**src/rtl/bcd_convert_scheduler_pkg.sv**
```systemverilog
//==== bcd_convert_scheduler_pkg -- shared clock constants, FSM states, helpers (rev 1.0) ====
`default_nettype none

package bcd_convert_scheduler_pkg;

  typedef enum logic [1:0] {
    ST_IDLE = 2'd0,
    ST_LOAD = 2'd1,
    ST_CONV = 2'd2
  } state_t;

  localparam logic [1:0] CH_SEC  = 2'd0;
  localparam logic [1:0] CH_MIN  = 2'd1;
  localparam logic [1:0] CH_HOUR = 2'd2;

  localparam logic [5:0] SEC_MIN_MAX      = 6'd59;
  localparam int         HOUR_MAX_DEFAULT = 23;

  // Channel index advanced by step, wrapping modulo the three channels.
  function automatic logic [1:0] ch_wrap(input logic [1:0] ch, input logic [1:0] step);
    logic [2:0] s;
    s = {1'b0, ch} + {1'b0, step};
    if (s >= 3'd3) s = s - 3'd3;
    if (s >= 3'd3) s = s - 3'd3;
    return s[1:0];
  endfunction

  function automatic logic out_of_range(input logic [1:0] ch, input logic [5:0] value,
                                        input logic [5:0] hour_limit);
    return (ch == CH_HOUR) ? (value > hour_limit) : (value > SEC_MIN_MAX);
  endfunction

endpackage

`default_nettype wire

```
**src/rtl/bcd_convert_scheduler_b2bcd.sv**
```systemverilog
//==== binary_to_bcd_no_arith -- 6-bit double-dabble converter, nibble adjust by table (rev 1.0) ====
`default_nettype none

module binary_to_bcd_no_arith (
  input  logic [5:0] bin,
  output logic [7:0] bcd
);

  function automatic logic [3:0] adj(input logic [3:0] n);
    case (n)
      4'd5:    return 4'd8;
      4'd6:    return 4'd9;
      4'd7:    return 4'd10;
      4'd8:    return 4'd11;
      4'd9:    return 4'd12;
      default: return n;
    endcase
  endfunction

  logic [13:0] scratch;

  // Layout: [13:10] tens, [9:6] ones, [5:0] binary being shifted in.
  always_comb begin
    scratch = {8'd0, bin};
    for (int i = 0; i < 6; i++) begin
      scratch[9:6]   = adj(scratch[9:6]);
      scratch[13:10] = adj(scratch[13:10]);
      scratch        = scratch << 1;
    end
    bcd = scratch[13:6];
  end

endmodule

`default_nettype wire

```
**src/rtl/bcd_convert_scheduler.sv**
```systemverilog
//==== bcd_convert_scheduler -- round-robin BCD conversion of sec/min/hour counters (rev 1.0) ====
`default_nettype none

module bcd_convert_scheduler
  import bcd_convert_scheduler_pkg::*;
#(
  parameter int HOUR_MAX = HOUR_MAX_DEFAULT
) (
  input  logic       clk,
  input  logic       rst_n,
  input  logic [2:0] req,
  input  logic [5:0] sec_bin,
  input  logic [5:0] min_bin,
  input  logic [4:0] hour_bin,
  output logic [7:0] bcd_sec,
  output logic [7:0] bcd_min,
  output logic [7:0] bcd_hour,
  output logic [2:0] done,
  output logic [2:0] range_err,
  output logic       busy
);

  localparam logic [5:0] HOUR_LIMIT = 6'(HOUR_MAX);

  state_t     state;
  logic [2:0] pending;
  logic [2:0] pending_next;
  logic [1:0] ptr;
  logic [1:0] grant_ch;
  logic [5:0] operand;
  logic [5:0] operand_next;
  logic [7:0] conv_bcd;
  logic       grant_valid;
  logic [1:0] grant_sel;
  logic [1:0] cand1;
  logic [1:0] cand2;

  binary_to_bcd_no_arith u_b2bcd (
    .bin (operand),
    .bcd (conv_bcd)
  );

  assign cand1 = ch_wrap(ptr, 2'd1);
  assign cand2 = ch_wrap(ptr, 2'd2);

  always_comb begin
    grant_valid = 1'b1;
    grant_sel   = ptr;
    if (pending[ptr])        grant_sel = ptr;
    else if (pending[cand1]) grant_sel = cand1;
    else if (pending[cand2]) grant_sel = cand2;
    else                     grant_valid = 1'b0;
  end

  // A request on the grant edge re-arms the bit it would otherwise clear.
  always_comb begin
    pending_next = pending;
    if (state == ST_IDLE && grant_valid) pending_next = pending & ~(3'b001 << grant_sel);
    pending_next = pending_next | req;
  end

  always_comb begin
    case (grant_ch)
      CH_SEC:  operand_next = sec_bin;
      CH_MIN:  operand_next = min_bin;
      default: operand_next = {1'b0, hour_bin};
    endcase
  end

  always_ff @(posedge clk) begin
    if (!rst_n) begin
      state     <= ST_IDLE;
      pending   <= '0;
      ptr       <= CH_SEC;
      grant_ch  <= CH_SEC;
      operand   <= '0;
      bcd_sec   <= 8'h00;
      bcd_min   <= 8'h00;
      bcd_hour  <= 8'h00;
      done      <= '0;
      range_err <= '0;
      busy      <= 1'b0;
    end else begin
      done    <= '0;
      pending <= pending_next;
      case (state)
        ST_IDLE: begin
          if (grant_valid) begin
            grant_ch <= grant_sel;
            state    <= ST_LOAD;
            busy     <= 1'b1;
          end
        end
        ST_LOAD: begin
          operand <= operand_next;
          state   <= ST_CONV;
        end
        ST_CONV: begin
          case (grant_ch)
            CH_SEC:  bcd_sec  <= conv_bcd;
            CH_MIN:  bcd_min  <= conv_bcd;
            default: bcd_hour <= conv_bcd;
          endcase
          done[grant_ch]      <= 1'b1;
          range_err[grant_ch] <= out_of_range(grant_ch, operand, HOUR_LIMIT);
          ptr                 <= ch_wrap(grant_ch, 2'd1);
          state               <= ST_IDLE;
          busy                <= 1'b0;
        end
        default: begin
          state <= ST_IDLE;
          busy  <= 1'b0;
        end
      endcase
    end
  end

endmodule

`default_nettype wire

```
**config.mk**
```make
export PLATFORM = sky130hd
export DESIGN_NAME = bcd_convert_scheduler
export DESIGN_NICKNAME = d
export VERILOG_FILES = /design/src/rtl/bcd_convert_scheduler_pkg.sv /design/src/rtl/bcd_convert_scheduler_b2bcd.sv /design/src/rtl/bcd_convert_scheduler.sv
export SDC_FILE = /design/constraint.sdc
export NUM_CORES = 1
export LEC_CHECK = 0
export CAP_MARGIN = 20
export CORE_MARGIN = 10
export CORE_UTILIZATION = 40
export CTS_CLUSTER_DIAMETER = 40
export DETAILED_ROUTE_END_ITERATION = 12
export MAX_ROUTING_LAYER = met4
export PLACE_DENSITY = 0.75
export SETUP_SLACK_MARGIN = 0.15
export SLEW_MARGIN = 20
export SYNTH_ARGS = -nofsm -noshare
export SYNTH_HDL_FRONTEND = slang
export SYNTH_SLANG_ARGS = --single-unit
export TNS_END_PERCENT = 5
```
**constraint.sdc**
```tcl
create_clock -name clk -period 2.5 [get_ports clk]
set_input_delay 0.5 -clock clk [delete_from_list [all_inputs] [get_ports clk]]
set_output_delay 0.5 -clock clk [all_outputs]
set_load 0.02 [all_outputs]
```
==> key figures, run 1 <==
Setup path
  – Worst reg2reg path depth: 7
  – Setup slack of the worst register-to-register path: around 0.38 ns
  – Category of the worst setup path launch point: flip-flop
  – Reg-to-reg startpoint: ptr[0]
  – Cells along the critical path: inv_1 > ha_2 > mux2i_1 > o22ai_1 > o41a_1 > o21ai_0 > nor2_1
  – Top fanout value on the critical path: 8
  – Slowest cell on the critical path: sky130_fd_sc_hd__dfxtp_1
  – Data required, critical path: 2.69 ns
  – Arr. time, crit path: 2.31 ns
  – Worst setup path class: flip-flop to flip-flop
  – Maximum single-stage delay on the critical path: about 0.47 ns
  – R2R Path End: grant_ch[0]
  – CP endpoint kind: flip-flop

Synthesis
  – Largest cells by area after synthesis: sky130_fd_sc_hd__dfxtp_1 40%, sky130_fd_sc_hd__o21ai_0 5.9%, sky130_fd_sc_hd__nor2_1 4.9%
  – Top-area cell type share of the netlist area: 0.4040
  – Area share of xor/xnor cells in the synthesized design: 0.008221
  – Predominant post-synthesis flop cell: sky130_fd_sc_hd__dfxtp_1
  – Part of the Yosys area used for sequential elements: 0.4040
  – Combined area of all synthesized cells: between 2000 and 2500 µm²
  – Post-Syn Area per Cell: 8.133 µm²
  – Count of warnings emitted by yosys: 0
  – Synthesized instance count: between 200 and 300
  – Adder-Cell Fraction of Synth Area: 0.03406
  – Cell variety after synth: 45
  – Synth area leader: sky130_fd_sc_hd__dfxtp_1
  – Portion of netlist area occupied by mux cells: 0.02349
  – Synthesized flop and latch total: 43
  – Async set or reset register ratio after synthesis: 0
  – Dominant combinational cell family by area after synthesis: compound AO/OA/AOI/OAI gates
  – Compound-gate portion of the synthesized area: 0.2742
  – Post-synthesis share of cell area spent on and, or, nand and nor gates: 0.1691
  – Number of synthesized flops with an enable pin: 0

GRT
  – Total GRT Usage: 0.1270
  – Pin count of the biggest net entering global routing: 26
  – Met1 global-route usage: 0.1570
  – Number of antenna violations at the first check in global routing: 0
  – GR met2 Demand/Resource: 0.1904
  – GRT met3 Usage: 0.04237
  – GR peak layer: met2
  – Wire length of the first global-routing pass: 8.901 mm
  – Grt total ovfl: 0
  – Via count of the first global-routing pass: 1870

Cells and area
  – Synth-to-Final Area Change: 28.83%
  – Diodes inserted: 0
  – Proportion of layout cells with a drive suffix above 1: 0.05980
  – Net count of the finished layout: 327

Timing
  – Slew at the pin closest to its max-slew limit: roughly 0.75 ns
  – Share of the clock period used by the worst path: 0.8499
  – PnR worst setup slack: 0.3753 ns
  – Relative max-transition margin: 0.4996
  – Count of endpoints failing setup in the final report: 0
  – Clock tree skew after final layout: 0.01026 ns
  – Maximum operating frequency: 470.7 MHz
  – Final period demand of the worst path: between 2 and 2.5 ns
  – Aggregate negative setup slack: 0 ns
  – Max Transition Viols Final: 0
  – Final-report hold violation count: 0
  – Setup repair after global routing missed its margin: false

Power and ir drop
  – Cell-internal power: about 1400 µW
  – Clk pwr share: 0.317
  – Leakage power figure: 0.0009884 µW
  – Worst vdd ir: 0.2992 mV
  – Total power after layout: ~2000 µW
  – Areal power density over the cells: 745.0 nW/µm²
  – Switching part of the total: 0.3215
  – Fraction of power consumed by sequential logic: 0.407
  – Net switching power: 657.6 µW
  – Portion of total power attributed to combinational logic: 0.276

CTS
  – CTS Buffer Depth: 2
  – Maximum level of the CTS H-tree: 2
  – Buffer count from post-CTS setup fixing: 0
  – TritonCTS clock tree: done
  – Post-CTS Hold Fix Bufs: 0
  – Clock Root Buffer: sky130_fd_sc_hd__clkbuf_8
  – Clock transition at path regs: 0.08 ns
  – Clock Latency Late Sink: 0.30 ns
  – Number of sinks driven by the clock tree: 43
  – Number of buffers created by CTS: 5

Hold path
  – Launch instance of the worst min-delay path: bcd_min[0]
  – Worst hold path stage count: 2
  – Hold endpoint: bcd_min[0]
  – Worst hold-check path type: flip-flop to flip-flop

Detailed routing
  – Number of DRC violations after detailed routing: 0
  – Routed via count divided by cell count: approximately 5.3
  – Drt first pass iters: 4
  – Vias after detailed routing: around 2000
  – Iteration-0 DRC Markers: 125
  – Drt total wl: between 5 and 6 mm
  – Average wire length per cell after detail routing: 14.47 µm
  – Antenna Nets Post-Route: 0

Floorplan
  – Die Span X: around 93 µm
  – Core ar.: just over 5000 µm²
  – I/O pin count: 53
  – Die outline area: 8646 µm²
  – Std cell rows: 26
  – Die height: 92.99 µm
  – Initial cell density of the core: 0.4146

Placement
  – Total of buffers placed on input and output ports: 49
  – Worst-case setup slack after placement: 0.3426 ns
  – Weighted congestion reported at the end of routability-driven placement: 0.9046
  – Placed wire-length estimate after detailed placement: 4.020 mm

Run
  – Max-cap check violation count: 0

Status
  – Outcome: finished, final reports clean
==> sequential cells by signal (all words and copies together) (netlist names) <==
signal     flops
bcd_hour       7
bcd_min        7
bcd_sec        7
operand        6
done           3
pending        3
range_err      3
grant_ch       2
ptr            2
state          2
busy           1
==> worst max-delay path by stage <==
stage,startpoint,depth (start not counted),end,slack [ns]
after detailed placement,ptr[0],7,grant_ch[0],0.34
after floorplan,ptr[0],8,grant_ch[0],0.55
after global placement,ptr[0],7,grant_ch[0],0.41
after global routing,ptr[0],7,busy,0.18
final,ptr[0],7,grant_ch[0],0.38
after CTS,ptr[0],7,grant_ch[0],0.34
==> layout by cell type, fill, tap and decap left out, types with 2 or more instances in the layout <==
master	netlist	layout
sky130_fd_sc_hd__and2_1	4	4
sky130_fd_sc_hd__bufinv_16	0	2
sky130_fd_sc_hd__a31oi_1	8	8
sky130_fd_sc_hd__o2bb2ai_1	2	2
sky130_fd_sc_hd__o22ai_1	2	2
sky130_fd_sc_hd__clkbuf_8	0	5
sky130_fd_sc_hd__inv_1	15	15
sky130_fd_sc_hd__o32ai_1	2	2
sky130_fd_sc_hd__nand2b_1	2	2
sky130_fd_sc_hd__nor3_1	2	2
sky130_fd_sc_hd__a21boi_0	2	2
sky130_fd_sc_hd__a221oi_1	2	2
sky130_fd_sc_hd__nor3_2	2	2
sky130_fd_sc_hd__buf_4	4	2
sky130_fd_sc_hd__a22oi_1	7	7
sky130_fd_sc_hd__clkdlybuf4s50_1	0	49
sky130_fd_sc_hd__o221ai_1	2	2
sky130_fd_sc_hd__mux2i_1	5	5
sky130_fd_sc_hd__conb_1	1	3
sky130_fd_sc_hd__ha_1	5	4
sky130_fd_sc_hd__a211oi_1	12	12
sky130_fd_sc_hd__nor2_1	28	28
sky130_fd_sc_hd__nand3_1	8	8
sky130_fd_sc_hd__or2_2	2	2
sky130_fd_sc_hd__o21ai_0	25	25
sky130_fd_sc_hd__nand2_1	21	21
sky130_fd_sc_hd__a21oi_1	19	19
sky130_fd_sc_hd__dfxtp_1	43	43
sky130_fd_sc_hd__nor2b_1	3	3
==> power by group through the flow <==
stage	combinational [µW]	sequential (µW)	clock, µW
floorplan	422	824	0
global placement	549	846	0
detailed placement	557	848	0
CTS	562	832	655
global route	627	847	689
finish	564	833	648
==> through the flow <==
stage	area [µm²]	hold slack, ns	cells	utilization
6_report	2745	0.4589	371	0.5341
5_1_grt	2745	0.4959	371	0.5341
4_1_cts	2743	0.4634	371	0.5336
3_5_place_dp	2606	0.4527	363	0.5071
3_3_place_gp	2606	0.4474	363	0.5071
2_1_floorplan	2138	0.4552	264	-
==> per-layer routing <==
metal | vias up | wire length (µm) | share of wire
met1 | 900 | 2559 | 0.48
met4 | 0 | 90 | 0.017
met2 | 70 | 2351 | 0.44
li1 | 999 | - | -
met3 | 8 | 369 | 0.069
met5 | - | 0 | 0
==> area by class of cell <==
class / instances / area (µm²)
flip-flops and latches: 43 / 860.8
fillers: 507 / 2395
multi-input cells: 184 / 1099
well taps: 70 / 87.58
repair buffers: 51 / 505.5
inverters: 15 / 56.30
clock buffers: 5 / 68.82
clock inverters: 3 / 67.56
==> Yosys cell counts, types with 2 or more instances <==
library cell,number
sky130_fd_sc_hd__buf_2,10
sky130_fd_sc_hd__nand2b_1,2
sky130_fd_sc_hd__nor2_1,28
sky130_fd_sc_hd__a21oi_1,19
sky130_fd_sc_hd__clkbuf_1,6
sky130_fd_sc_hd__inv_1,15
sky130_fd_sc_hd__mux2i_1,5
sky130_fd_sc_hd__nand3_1,8
sky130_fd_sc_hd__a21boi_0,2
sky130_fd_sc_hd__a211oi_1,12
sky130_fd_sc_hd__or2_2,2
sky130_fd_sc_hd__a22oi_1,7
sky130_fd_sc_hd__ha_1,5
sky130_fd_sc_hd__nor3_2,2
sky130_fd_sc_hd__buf_6,2
sky130_fd_sc_hd__a221oi_1,2
sky130_fd_sc_hd__o22ai_1,2
sky130_fd_sc_hd__nor3_1,2
sky130_fd_sc_hd__nand2_1,21
sky130_fd_sc_hd__o2bb2ai_1,2
sky130_fd_sc_hd__a31oi_1,8
sky130_fd_sc_hd__buf_4,4
sky130_fd_sc_hd__and2_1,4
sky130_fd_sc_hd__dfxtp_1,43
sky130_fd_sc_hd__o32ai_1,2
sky130_fd_sc_hd__o221ai_1,2
sky130_fd_sc_hd__nor2b_1,3
sky130_fd_sc_hd__o21ai_0,25
==> logic make-up after synthesis <==
| logic type | after synthesis |
|---|---|
| buffers and inverters | 37 |
| other | 1 |
| and+or+nand+nor | 77 |
| muxes | 5 |
| DFF | 43 |
| xor gates and xnor gates | 2 |
| AOI/OAI and AO/OA | 91 |
| adders and majority gates | 6 |
==> what timing repair did <==
action	4_1_cts	5_1_grt
resized for setup	0	1
hold endpoints to repair	0	0
endpoints found under the setup margin	0	2
==> worst max-delay path: cells and delay by family, from the launching register on <==
family                   cells  cell delay (ns)
AO/OA/AOI/OAI                3             0.74
flip-flops                   1             0.47
adder cells (fa/ha/maj)      1             0.43
multiplexers                 1             0.20
buffers and inverters        1             0.14
AND/OR/NAND/NOR              1             0.05
Power figures use the tool's default switching activity.
==> inputs of run 2 (changes only) <==
--- a/config.mk
+++ b/config.mk
@@ -11,7 +11,7 @@
 export CTS_CLUSTER_DIAMETER = 40
 export DETAILED_ROUTE_END_ITERATION = 12
 export MAX_ROUTING_LAYER = met4
-export PLACE_DENSITY = 0.75
+export PLACE_DENSITY = 0.78
 export SETUP_SLACK_MARGIN = 0.15
 export SLEW_MARGIN = 20
 export SYNTH_ARGS = -nofsm -noshare
==> constraint.sdc (replaced) <==
create_clock -name clk -period 1.9 [get_ports clk]
set_input_delay 0.38 -clock clk [delete_from_list [all_inputs] [get_ports clk]]
set_output_delay 0.38 -clock clk [all_outputs]
set_load 0.02 [all_outputs]
==> run 2 against run 1 <==
Net effect:
- sequential share of layout area decreased by 0.67 points
- via count grew 1.5%
- critical path depth is the same
- flip-flop and latch count did not move
- global-route usage rose by 0.16 points
- clock skew shrank 0.0017 ns
- cell area up 3.2%
==> key figures, run 2 (same netlist as run 1, synthesis figures left out) <==
Status
  – Outcome: finished, final reports clean

CTS
  – Clock transition at path regs: 0.08 ns
  – CTS Buffer Depth: 2
  – Maximum level of the CTS H-tree: 2
  – Clock Latency Late Sink: 0.29 ns
  – Clock Root Buffer: sky130_fd_sc_hd__clkbuf_8
  – TritonCTS clock tree: done
  – Number of sinks driven by the clock tree: 43
  – Post-CTS Hold Fix Bufs: 0
  – Number of buffers created by CTS: 5

Floorplan
  – Die Span X: 92.99 µm
  – Initial cell density of the core: 0.4146
  – Die height: 92.99 µm
  – Std cell rows: 26
  – Core ar.: 5140 µm²
  – Die outline area: 8646 µm²
  – I/O pin count: 53

Setup path
  – Arr. time, crit path: 2.08 ns
  – Worst setup path class: flip-flop to flip-flop
  – Top fanout value on the critical path: 8
  – Cells along the critical path: inv_4 > ha_4 > mux2i_1 > o22ai_1 > o41a_1 > nor3_2 > a31o_2
  – Data required, critical path: 2.14 ns
  – Slowest cell on the critical path: sky130_fd_sc_hd__o41a_1
  – Category of the worst setup path launch point: flip-flop
  – CP endpoint kind: flip-flop
  – Maximum single-stage delay on the critical path: around 0.50 ns

Power and ir drop
  – Worst vdd ir: about 0.41 mV
  – Leakage power figure: 0.001041 µW
  – Total power after layout: about 2700 µW
  – Areal power density over the cells: approximately 940 nW/µm²

Timing
  – Final-report hold violation count: 0
  – Final period demand of the worst path: 1.832 ns
  – Aggregate negative setup slack: 0 ns
  – Setup repair after global routing missed its margin: true
  – Share of the clock period used by the worst path: 0.9640
  – Maximum operating frequency: 546.0 MHz
  – Clock tree skew after final layout: 0.008510 ns
  – Max Transition Viols Final: 0
  – Count of endpoints failing setup in the final report: 0

Cells and area
  – Final core utilization: 0.5514
  – Diodes inserted: 0
  – Post-Layout Cell Count: 380
  – Top Registers: bcd_hour x7, bcd_min x7, bcd_sec x7
  – Proportion of layout cells with a drive suffix above 1: 0.1194
  – Commonest non-fill, non-tap cells in the layout: 49 x sky130_fd_sc_hd__clkdlybuf4s50_1, 38 x sky130_fd_sc_hd__dfxtp_1, 27 x sky130_fd_sc_hd__nor2_1, 23 x sky130_fd_sc_hd__o21ai_0, 21 x sky130_fd_sc_hd__nand2_1
  – Filler cell count in the final layout: 499
  – Net count of the finished layout: 336
  – Synth-to-Final Area Change: 33.00%
  – Most common cell after layout, fill and taps aside: sky130_fd_sc_hd__clkdlybuf4s50_1
  – Area used by sequential logic in the layout: 869.6 µm²
  – Multi-input combinational cell area: 1127 µm²
  – Finished layout cell area: around 2800 µm²

Detailed routing
  – Average wire length per cell after detail routing: roughly 14 µm
  – Routed via count divided by cell count: 5.282
  – Number of DRC violations after detailed routing: 0
  – Drt first pass iters: 4
  – Antenna Nets Post-Route: 0
  – Drt total wl: 5.409 mm
  – Iteration-0 DRC Markers: 123
  – Vias after detailed routing: 2007

Placement
  – Weighted congestion reported at the end of routability-driven placement: 0.9282
  – Total of buffers placed on input and output ports: 49
  – Post-placement cell count: 371
  – Post-place instance area: 2693 µm²
  – Placed wire-length estimate after detailed placement: 4.136 mm

GRT
  – Grt total ovfl: 0
  – Via count of the first global-routing pass: 1944
  – Total GRT Usage: 0.1286
  – Number of antenna violations at the first check in global routing: 0
  – Pin count of the biggest net entering global routing: 26
  – Wire length of the first global-routing pass: 9.101 mm

Run
  – Max-cap check violation count: 0

Hold path
  – Worst hold-check path type: flip-flop to flip-flop
run 2: final cells by class:
cell class	count	share of cell area
repair buffers	60	0.2022
multi-input cells	184	0.3978
well taps	70	0.03091
inverters	15	0.02075
flip-flops and latches	43	0.3068
clock inverters	2	0.01236
clock buffers	6	0.02914
run 2: critical path, delay by kind of cell, from the launching register on:
| kind | cells | cell delay [ns] |
|---|---|---|
| muxes | 1 | 0.18 |
| adders and majority gates | 1 | 0.31 |
| and+or+nand+nor | 1 | 0.14 |
| DFF | 1 | 0.38 |
| AOI/OAI and AO/OA | 3 | 0.72 |
| buffers and inverters | 1 | 0.05 |
run 2: power breakdown:
part,switching [µW],leakage [µW],internal (µW),total [µW]
combinational,449,0.000628,385,834
sequential,110,0.000352,984,1090
clock,308,0.0000612,425,733
total,867,0.00104,1790,2660
run 2: worst paths after layout:
| path | start | end | slack [ns] | depth (start not counted) |
|---|---|---|---|---|
| max | ptr[0] | grant_ch[1] | 0.07 | 7 |
| min | bcd_min[0] | bcd_min[0] | 0.47 | 2 |
| max reg2reg | ptr[0] | grant_ch[1] | 0.07 | 7 |
| min reg2reg | bcd_min[0] | bcd_min[0] | 0.47 | 2 |
run 2: repair_timing:
action	4_1_cts	5_1_grt
gates resized for setup	1	9
endpoints found under the setup margin	6	20
pin swaps	1	1
buffers inserted	1	0
run 2: stage by stage:
step | setup WS, ns | hold slack [ns]
after global routing | -0.06496 | 0.4916
after global placement | 0.07822 | 0.4464
after detailed placement | 0.02266 | 0.4607
after floorplan | 0.1138 | 0.4552
final | 0.06844 | 0.4657
after CTS | 0.07571 | 0.4716
run 2: per-layer routing:
layer | part of all wire | GRT usage
met4 | 0.013 | 0.03599
met2 | 0.43 | 0.1945
met5 | 0 | -
met3 | 0.075 | 0.03917
met1 | 0.48 | 0.1620
==> inputs of run 3 (changes only) <==
--- a/config.mk
+++ b/config.mk
@@ -10,10 +10,11 @@
 export CORE_UTILIZATION = 40
 export CTS_CLUSTER_DIAMETER = 40
 export DETAILED_ROUTE_END_ITERATION = 12
+export HOLD_SLACK_MARGIN = 0.06
 export MAX_ROUTING_LAYER = met4
 export PLACE_DENSITY = 0.78
 export SETUP_SLACK_MARGIN = 0.15
-export SLEW_MARGIN = 20
+export SLEW_MARGIN = 40
 export SYNTH_ARGS = -nofsm -noshare
 export SYNTH_HDL_FRONTEND = slang
 export SYNTH_SLANG_ARGS = --single-unit
==> results of run 3 <==
The final DEF is identical to that of run 2; final timing and power are the same.
